[src/rtl/gpc_f2c_port.sv]
// GPC tile fabric-to-core slave port: region decode to NUM_MEM local memories,
// fixed-latency read tracking, buffered read responses under ring backpressure.
package gpc_f2c_pkg;
   typedef enum logic [1:0] {NOP = 2'd0, RD = 2'd1, WR = 2'd2, RD_RSP = 2'd3} t_opcode;
endpackage

module gpc_f2c_port
   import gpc_f2c_pkg::*;
#(
   parameter int NUM_MEM        = 2,
   parameter int REGION_LSB     = 22,
   parameter int MEM_RD_LAT     = 1,
   parameter int RSP_FIFO_DEPTH = 4
) (
   input  logic                  QClk,
   input  logic                  RstQnnnH,
   input  logic                  F2C_ReqValidQ502H,
   input  t_opcode               F2C_ReqOpcodeQ502H,
   input  logic [31:0]           F2C_ReqAddressQ502H,
   input  logic [31:0]           F2C_ReqDataQ502H,
   output logic                  F2C_ReqStall,
   output logic [NUM_MEM-1:0]    MemReqValidQ503H,
   output logic                  MemReqWrEnQ503H,
   output logic [31:0]           MemReqAddressQ503H,
   output logic [31:0]           MemReqDataQ503H,
   input  logic [NUM_MEM*32-1:0] MemRspDataQ503H_LAT,
   output logic                  F2C_RspValidQ500H,
   output t_opcode               F2C_RspOpcodeQ500H,
   output logic [31:0]           F2C_RspAddressQ500H,
   output logic [31:0]           F2C_RspDataQ500H,
   input  logic                  F2C_RspReady,
   output logic [7:0]            ErrCnt,
   output logic [7:0]            DropCnt
);
   localparam int AW = $clog2(RSP_FIFO_DEPTH);
   localparam int CW = AW + 1;
   localparam logic [CW-1:0] C_DEPTH = CW'(RSP_FIFO_DEPTH);
   localparam logic [2:0]    C_NMEM  = 3'(NUM_MEM);

   logic            r_q3_vld;
   t_opcode         r_q3_op;
   logic [31:0]     r_q3_addr, r_q3_data;
   logic [CW-1:0]   r_rsv;
   logic [7:0]      r_err, r_drop;

   logic [MEM_RD_LAT-1:0] r_vld_pipe;
   logic [1:0]      r_reg_pipe  [MEM_RD_LAT];
   logic            r_bad_pipe  [MEM_RD_LAT];
   logic [31:0]     r_addr_pipe [MEM_RD_LAT];

   logic [31:0]     r_fa [RSP_FIFO_DEPTH];
   logic [31:0]     r_fd [RSP_FIFO_DEPTH];
   logic [AW-1:0]   r_wp, r_rp;
   logic [CW-1:0]   r_fcnt;

   logic            r_o_vld;
   t_opcode         r_o_op;
   logic [31:0]     r_o_addr, r_o_data;

   logic            w_acc, w_acc_rd, w_bad, w_q3_rd;
   logic [1:0]      w_region;
   logic [31:0]     w_mem_rd [4];
   logic            w_push, w_pop, w_load, w_fempty, w_f_wr, w_f_rd;
   logic [31:0]     w_push_addr, w_push_data;

   assign F2C_ReqStall = (r_rsv >= C_DEPTH);
   assign w_acc        = F2C_ReqValidQ502H && !F2C_ReqStall;
   assign w_acc_rd     = w_acc && (F2C_ReqOpcodeQ502H == RD);

   assign w_region = r_q3_addr[REGION_LSB+1:REGION_LSB];
   assign w_bad    = ({1'b0, w_region} >= C_NMEM);
   assign w_q3_rd  = r_q3_vld && (r_q3_op == RD);

   always_comb begin
      MemReqValidQ503H = '0;
      for (int m = 0; m < NUM_MEM; m++)
         MemReqValidQ503H[m] = r_q3_vld && !w_bad && (w_region == 2'(m));
   end
   assign MemReqWrEnQ503H    = r_q3_vld && !w_bad && (r_q3_op == WR);
   assign MemReqAddressQ503H = r_q3_addr;
   assign MemReqDataQ503H    = r_q3_data;

   always_ff @(posedge QClk or posedge RstQnnnH) begin
      if (RstQnnnH) begin
         r_q3_vld  <= 1'b0;
         r_q3_op   <= NOP;
         r_q3_addr <= '0;
         r_q3_data <= '0;
      end else begin
         r_q3_vld <= w_acc;
         if (w_acc) begin
            r_q3_op   <= F2C_ReqOpcodeQ502H;
            r_q3_addr <= F2C_ReqAddressQ502H;
            r_q3_data <= F2C_ReqDataQ502H;
         end
      end
   end

   // Unpopulated region slots read as zero; only reachable through the bad path anyway.
   for (genvar g = 0; g < 4; g++) begin : g_rd
      if (g < NUM_MEM) begin : g_pop
         assign w_mem_rd[g] = MemRspDataQ503H_LAT[g*32 +: 32];
      end else begin : g_nopop
         assign w_mem_rd[g] = '0;
      end
   end

   always_ff @(posedge QClk or posedge RstQnnnH) begin
      if (RstQnnnH) begin
         r_vld_pipe <= '0;
         for (int i = 0; i < MEM_RD_LAT; i++) begin
            r_reg_pipe[i]  <= '0;
            r_bad_pipe[i]  <= 1'b0;
            r_addr_pipe[i] <= '0;
         end
      end else begin
         r_vld_pipe[0]  <= w_q3_rd;
         r_reg_pipe[0]  <= w_region;
         r_bad_pipe[0]  <= w_bad;
         r_addr_pipe[0] <= r_q3_addr;
         for (int i = 1; i < MEM_RD_LAT; i++) begin
            r_vld_pipe[i]  <= r_vld_pipe[i-1];
            r_reg_pipe[i]  <= r_reg_pipe[i-1];
            r_bad_pipe[i]  <= r_bad_pipe[i-1];
            r_addr_pipe[i] <= r_addr_pipe[i-1];
         end
      end
   end

   assign w_push      = r_vld_pipe[MEM_RD_LAT-1];
   assign w_push_addr = r_addr_pipe[MEM_RD_LAT-1];
   assign w_push_data = r_bad_pipe[MEM_RD_LAT-1] ? 32'hDEAD_BEEF
                                                 : w_mem_rd[r_reg_pipe[MEM_RD_LAT-1]];

   // Output register refills whenever it is empty or being popped; an empty FIFO is bypassed.
   assign w_pop    = r_o_vld && F2C_RspReady;
   assign w_load   = !r_o_vld || F2C_RspReady;
   assign w_fempty = (r_fcnt == '0);
   assign w_f_rd   = w_load && !w_fempty;
   assign w_f_wr   = w_push && !(w_load && w_fempty);

   always_ff @(posedge QClk) begin
      if (w_f_wr) begin
         r_fa[r_wp] <= w_push_addr;
         r_fd[r_wp] <= w_push_data;
      end
   end

   always_ff @(posedge QClk or posedge RstQnnnH) begin
      if (RstQnnnH) begin
         r_wp     <= '0;
         r_rp     <= '0;
         r_fcnt   <= '0;
         r_o_vld  <= 1'b0;
         r_o_op   <= NOP;
         r_o_addr <= '0;
         r_o_data <= '0;
      end else begin
         if (w_f_wr) r_wp <= r_wp + 1'b1;
         if (w_f_rd) r_rp <= r_rp + 1'b1;
         case ({w_f_wr, w_f_rd})
            2'b10:   r_fcnt <= r_fcnt + 1'b1;
            2'b01:   r_fcnt <= r_fcnt - 1'b1;
            default: r_fcnt <= r_fcnt;
         endcase
         if (w_load) begin
            if (!w_fempty) begin
               r_o_vld  <= 1'b1;
               r_o_op   <= RD_RSP;
               r_o_addr <= r_fa[r_rp];
               r_o_data <= r_fd[r_rp];
            end else if (w_push) begin
               r_o_vld  <= 1'b1;
               r_o_op   <= RD_RSP;
               r_o_addr <= w_push_addr;
               r_o_data <= w_push_data;
            end else begin
               r_o_vld  <= 1'b0;
               r_o_op   <= NOP;
            end
         end
      end
   end

   always_ff @(posedge QClk or posedge RstQnnnH) begin
      if (RstQnnnH) begin
         r_rsv  <= '0;
         r_err  <= '0;
         r_drop <= '0;
      end else begin
         case ({w_acc_rd, w_pop})
            2'b10:   r_rsv <= r_rsv + 1'b1;
            2'b01:   r_rsv <= r_rsv - 1'b1;
            default: r_rsv <= r_rsv;
         endcase
         if (r_q3_vld && w_bad && r_err != 8'hFF) r_err <= r_err + 8'd1;
         if (F2C_ReqValidQ502H && F2C_ReqStall && r_drop != 8'hFF) r_drop <= r_drop + 8'd1;
      end
   end

   assign F2C_RspValidQ500H   = r_o_vld;
   assign F2C_RspOpcodeQ500H  = r_o_op;
   assign F2C_RspAddressQ500H = r_o_addr;
   assign F2C_RspDataQ500H    = r_o_data;
   assign ErrCnt              = r_err;
   assign DropCnt             = r_drop;

endmodule
[config.mk]
export PLATFORM = sky130hd
export DESIGN_NAME = gpc_f2c_port
export DESIGN_NICKNAME = d
export VERILOG_FILES = /design/src/rtl/gpc_f2c_port.sv
export SDC_FILE = /design/constraint.sdc
export NUM_CORES = 1
export LEC_CHECK = 0
export ABC_AREA = 1
export CAP_MARGIN = 30
export CORE_MARGIN = 2
export CORE_UTILIZATION = 59
export DETAILED_ROUTE_END_ITERATION = 8
export GPL_TIMING_DRIVEN = 0
export PLACE_DENSITY = 0.86
export REMOVE_ABC_BUFFERS = 1
export SLEW_MARGIN = 20
export SYNTH_ARGS = -nofsm -noshare
export SYNTH_HDL_FRONTEND = slang
export SYNTH_SLANG_ARGS = --single-unit
[constraint.sdc]
create_clock -name QClk -period 20.1 [get_ports QClk]
set_input_delay 4.02 -clock QClk [delete_from_list [all_inputs] [get_ports QClk]]
set_output_delay 4.02 -clock QClk [all_outputs]
set_load 0.005 [all_outputs]
==> results.md <==
* Status: finished, final reports clean
* Antenna Cells at 0
* Critical path fanouts, max at 70
* Largest net degree at the start of global routing at 101
* Core footprint at 32300 um^2
* RD Place Congestion at a little over 0.8
* Longest Clk Path Bufs at 3
* Chip Height at 184 um
* Sequential area share after synthesis at 0.650
* Critical path class: in -> reg
* HP Class: reg -> reg
* WP data arrival at around 6.8 ns
* R2r endpoint: r_fcnt[2]$_DFFE_PP0P_
* Clock Pin Slew Worst Setup and Hold Paths at 0.06 ns
* Global-route wire length before repair at 72900 um
* Pwr per Cell Area at 150 nW/um^2
* Post-CTS sizing at 0
* Dpl ws at 13.20 ns
* Layout cells sized above 1 at 0.0555
* Final setup TNS at 0 ns
* Synthesized cell area at 19200 um^2
* Pleak at 11.2 nW
* Max Freq at 157 MHz
* Critical Path RT at 20.51 ns
* Hold path endpoint: r_addr_pipe[18]$_DFF_PP0_
* Total of max-cap violations at 0
* Avg Synthesized Cell Area at 9.47 um^2
* Layout area overhead at 25.7%
* I/O pin cnt at 285
* Post-Syn Instances at around 2.0k
* Port bufs at 284
* Synth unique cells at 26
* YS warnings at 0
* Remaining global-route overflow at 0
* Worst-Margin Slew at between 0.8 and 0.9 ns
* Hold_sp: MemReqAddressQ503H[18]$_DFFE_PP0P_
* Endpoint class of the critical path: register
* Total global-route track usage at 0.274
* H-Tree Depth at 2
* TritonRoute pass-1 iters at 6
* Largest cells by area after synthesis: edfxtp_1 (40%), dfrtp_1 (25%), nand2_1 (16%)
* Hold path depth at 0
* Worst setup margin at roughly 14 ns
* Final ANT Viol Nets at 0
* Setup Skew at ~0.016 ns
* Root Driver: clkbuf_16
* Post-DP HPWL at 28600 um
* Slew HR at 0.407
* FILL cells at 2070
* CTS tree: built
* Reg area at 12500 um^2
* Number of DRC markers in iteration 0 at 961
* Startpoint Class: primary input
* Seq cells post-synth at roughly 450
* Path depth of the worst reg2reg path at 13
* Synth area leader: edfxtp_1
* Routed vias at ~14k
* Flop-to-flop setup slack at between 15 and 20 ns
* Vias in the first global route at 14.8k
* Most common cell after layout, fill and taps aside: nand2_1
* Detail-routed via count per cell at 5.23
* Fin. max-slew vios at 0
* WL/cell at 16.7 um
* # Post-CTS Setup Buffers at 0
* Drt total wl at 46100 um
* Post-CTS Hold Buffers at 0
* Die ar. at 34000 um^2
* Final hold viol count at 0
* # clock sinks at 448
* Starting Density at 0.595
* RSZ-0062 raised after global routing: no
* DRC viols at 0
* Initial antenna violation count at 0
* Setup-failing EPs final at 0
* Hold Slack at 0.402 ns
* Overall die width at 184 um
* Worst setup startpoint: F2C_ReqValidQ502H
* Nets at 2431
* Skew-Pair Late Insertion Delay at 0.54 ns
* Multi-input gate area at 5210 um^2
* Commonest non-fill, non-tap cells in the layout: nand2_1 (836), clkdlybuf4s50_1 (284), edfxtp_1 (256), inv_1 (244), nand3_1 (224)
* Reg2Reg Launch Point: r_fcnt[0]$_DFFE_PP0P_
* Share of the synthesized area in the top cell type at 0.400
* Peak VDD IR at ~0.000094 V
* Final Cycle Share at 0.316
* Row cnt at 66
* Num CTS Buffers at 46
* Final min period at 6.35 ns
-- synthesized netlist by cell type --
| cell | count |
|---|---|
| buf_2 | 44 |
| fa_1 | 2 |
| xor2_1 | 7 |
| ha_1 | 8 |
| nand4_1 | 1 |
| a21oi_2 | 2 |
| buf_6 | 15 |
| nor2_1 | 80 |
| inv_2 | 9 |
| nand3_4 | 1 |
| o21ai_0 | 14 |
| dfrtp_1 | 192 |
| edfxtp_1 | 256 |
| o21ai_1 | 30 |
| nand3b_1 | 2 |
| or2_2 | 8 |
| buf_1 | 4 |
| nand2_2 | 3 |
| nand3_1 | 224 |
| xnor2_1 | 4 |
| nand2_1 | 838 |
| a21oi_1 | 2 |
| nor3_1 | 2 |
| clkbuf_1 | 18 |
| buf_4 | 17 |
| inv_1 | 246 |
-- flip-flops by register name (all words and copies together), names as in the netlist, 3 cells and up --
register             flops
DropCnt                  8
MemReqDataQ503H         32
r_fcnt                   3
MemReqAddressQ503H      32
r_rsv                    3
ErrCnt                   8
F2C_RspAddressQ500H     32
r_fa                   128
F2C_RspDataQ500H        32
r_fd                   128
r_addr_pipe             32
-- area by class of cell --
type / count / area share
Sequential cell: 448 / 0.517
Multi-Input combinational cell: 1228 / 0.216
Timing Repair Buffer: 308 / 0.141
Clock buffer: 66 / 0.0576
Inverter: 255 / 0.0402
Tap cell: 442 / 0.0229
Clock inverter: 20 / 0.00513
-- power by group --
part           switching [W]  internal (W)
Clock               0.000339      0.000494
Combinational       0.000765      0.000555
Sequential          0.000190       0.00127
Total                0.00129       0.00232
-- worst max-delay path by stage --
stage                                             endpoint  slack [ns]  depth (start not counted)
after floorplan                     DropCnt[0]$_DFFE_PP0P_       10.85                          1
after global placement    F2C_RspDataQ500H[28]$_DFFE_PP0P_        8.21                          2
after detailed placement              r_rsv[1]$_DFFE_PP0P_       13.20                          8
after CTS                             r_rsv[1]$_DFFE_PP0P_       13.73                          8
after global routing                  r_rsv[2]$_DFFE_PP0P_       13.52                         10
final                                 r_rsv[2]$_DFFE_PP0P_       13.75                         10
-- worst max-delay path, stage by stage --
cell,delay (ns)
clkdlybuf4s50_1,0.51
nand2_4,0.60
inv_4,0.45
nand3_1,0.18
ha_1,0.15
inv_1,0.06
fa_1,0.38
a21oi_1,0.14
o21ai_0,0.11
xor2_1,0.15
-- per-layer routing --
| metal | part of all wire | GRT usage |
|---|---|---|
| met1 | 0.39 | 0.329 |
| met2 | 0.50 | 0.488 |
| met3 | 0.080 | 0.0573 |
| met4 | 0.026 | 0.100 |
| met5 | 0 | 0 |
-- cell families (layout without fill, tap and decap cells) --
family | count (synthesis) | after routing | share of synthesized area
AND/OR/NAND/NOR | 1159 | 1159 | 0.244
flip-flops | 448 | 448 | 0.650
XOR/XNOR | 11 | 11 | 0.00501
AO/OA/AOI/OAI | 48 | 48 | 0.0129
buffers and inverters | 353 | 649 | 0.0810
adder cells (fa/ha/maj) | 10 | 10 | 0.00729
-- through the flow --
stage / area [um^2] / std cells / power, W / utilization
detailed placement: 22600 / 2681 / 0.00278 / 0.701
floorplan: 18600 / 1931 / 0.00213 / -
global route: 24200 / 2767 / 0.00384 / 0.748
finish: 24200 / 2767 / 0.00362 / 0.748
global placement: 22000 / 2657 / 0.00271 / 0.682
CTS: 24200 / 2767 / 0.00363 / 0.748
(Power assumes the default switching activity.)
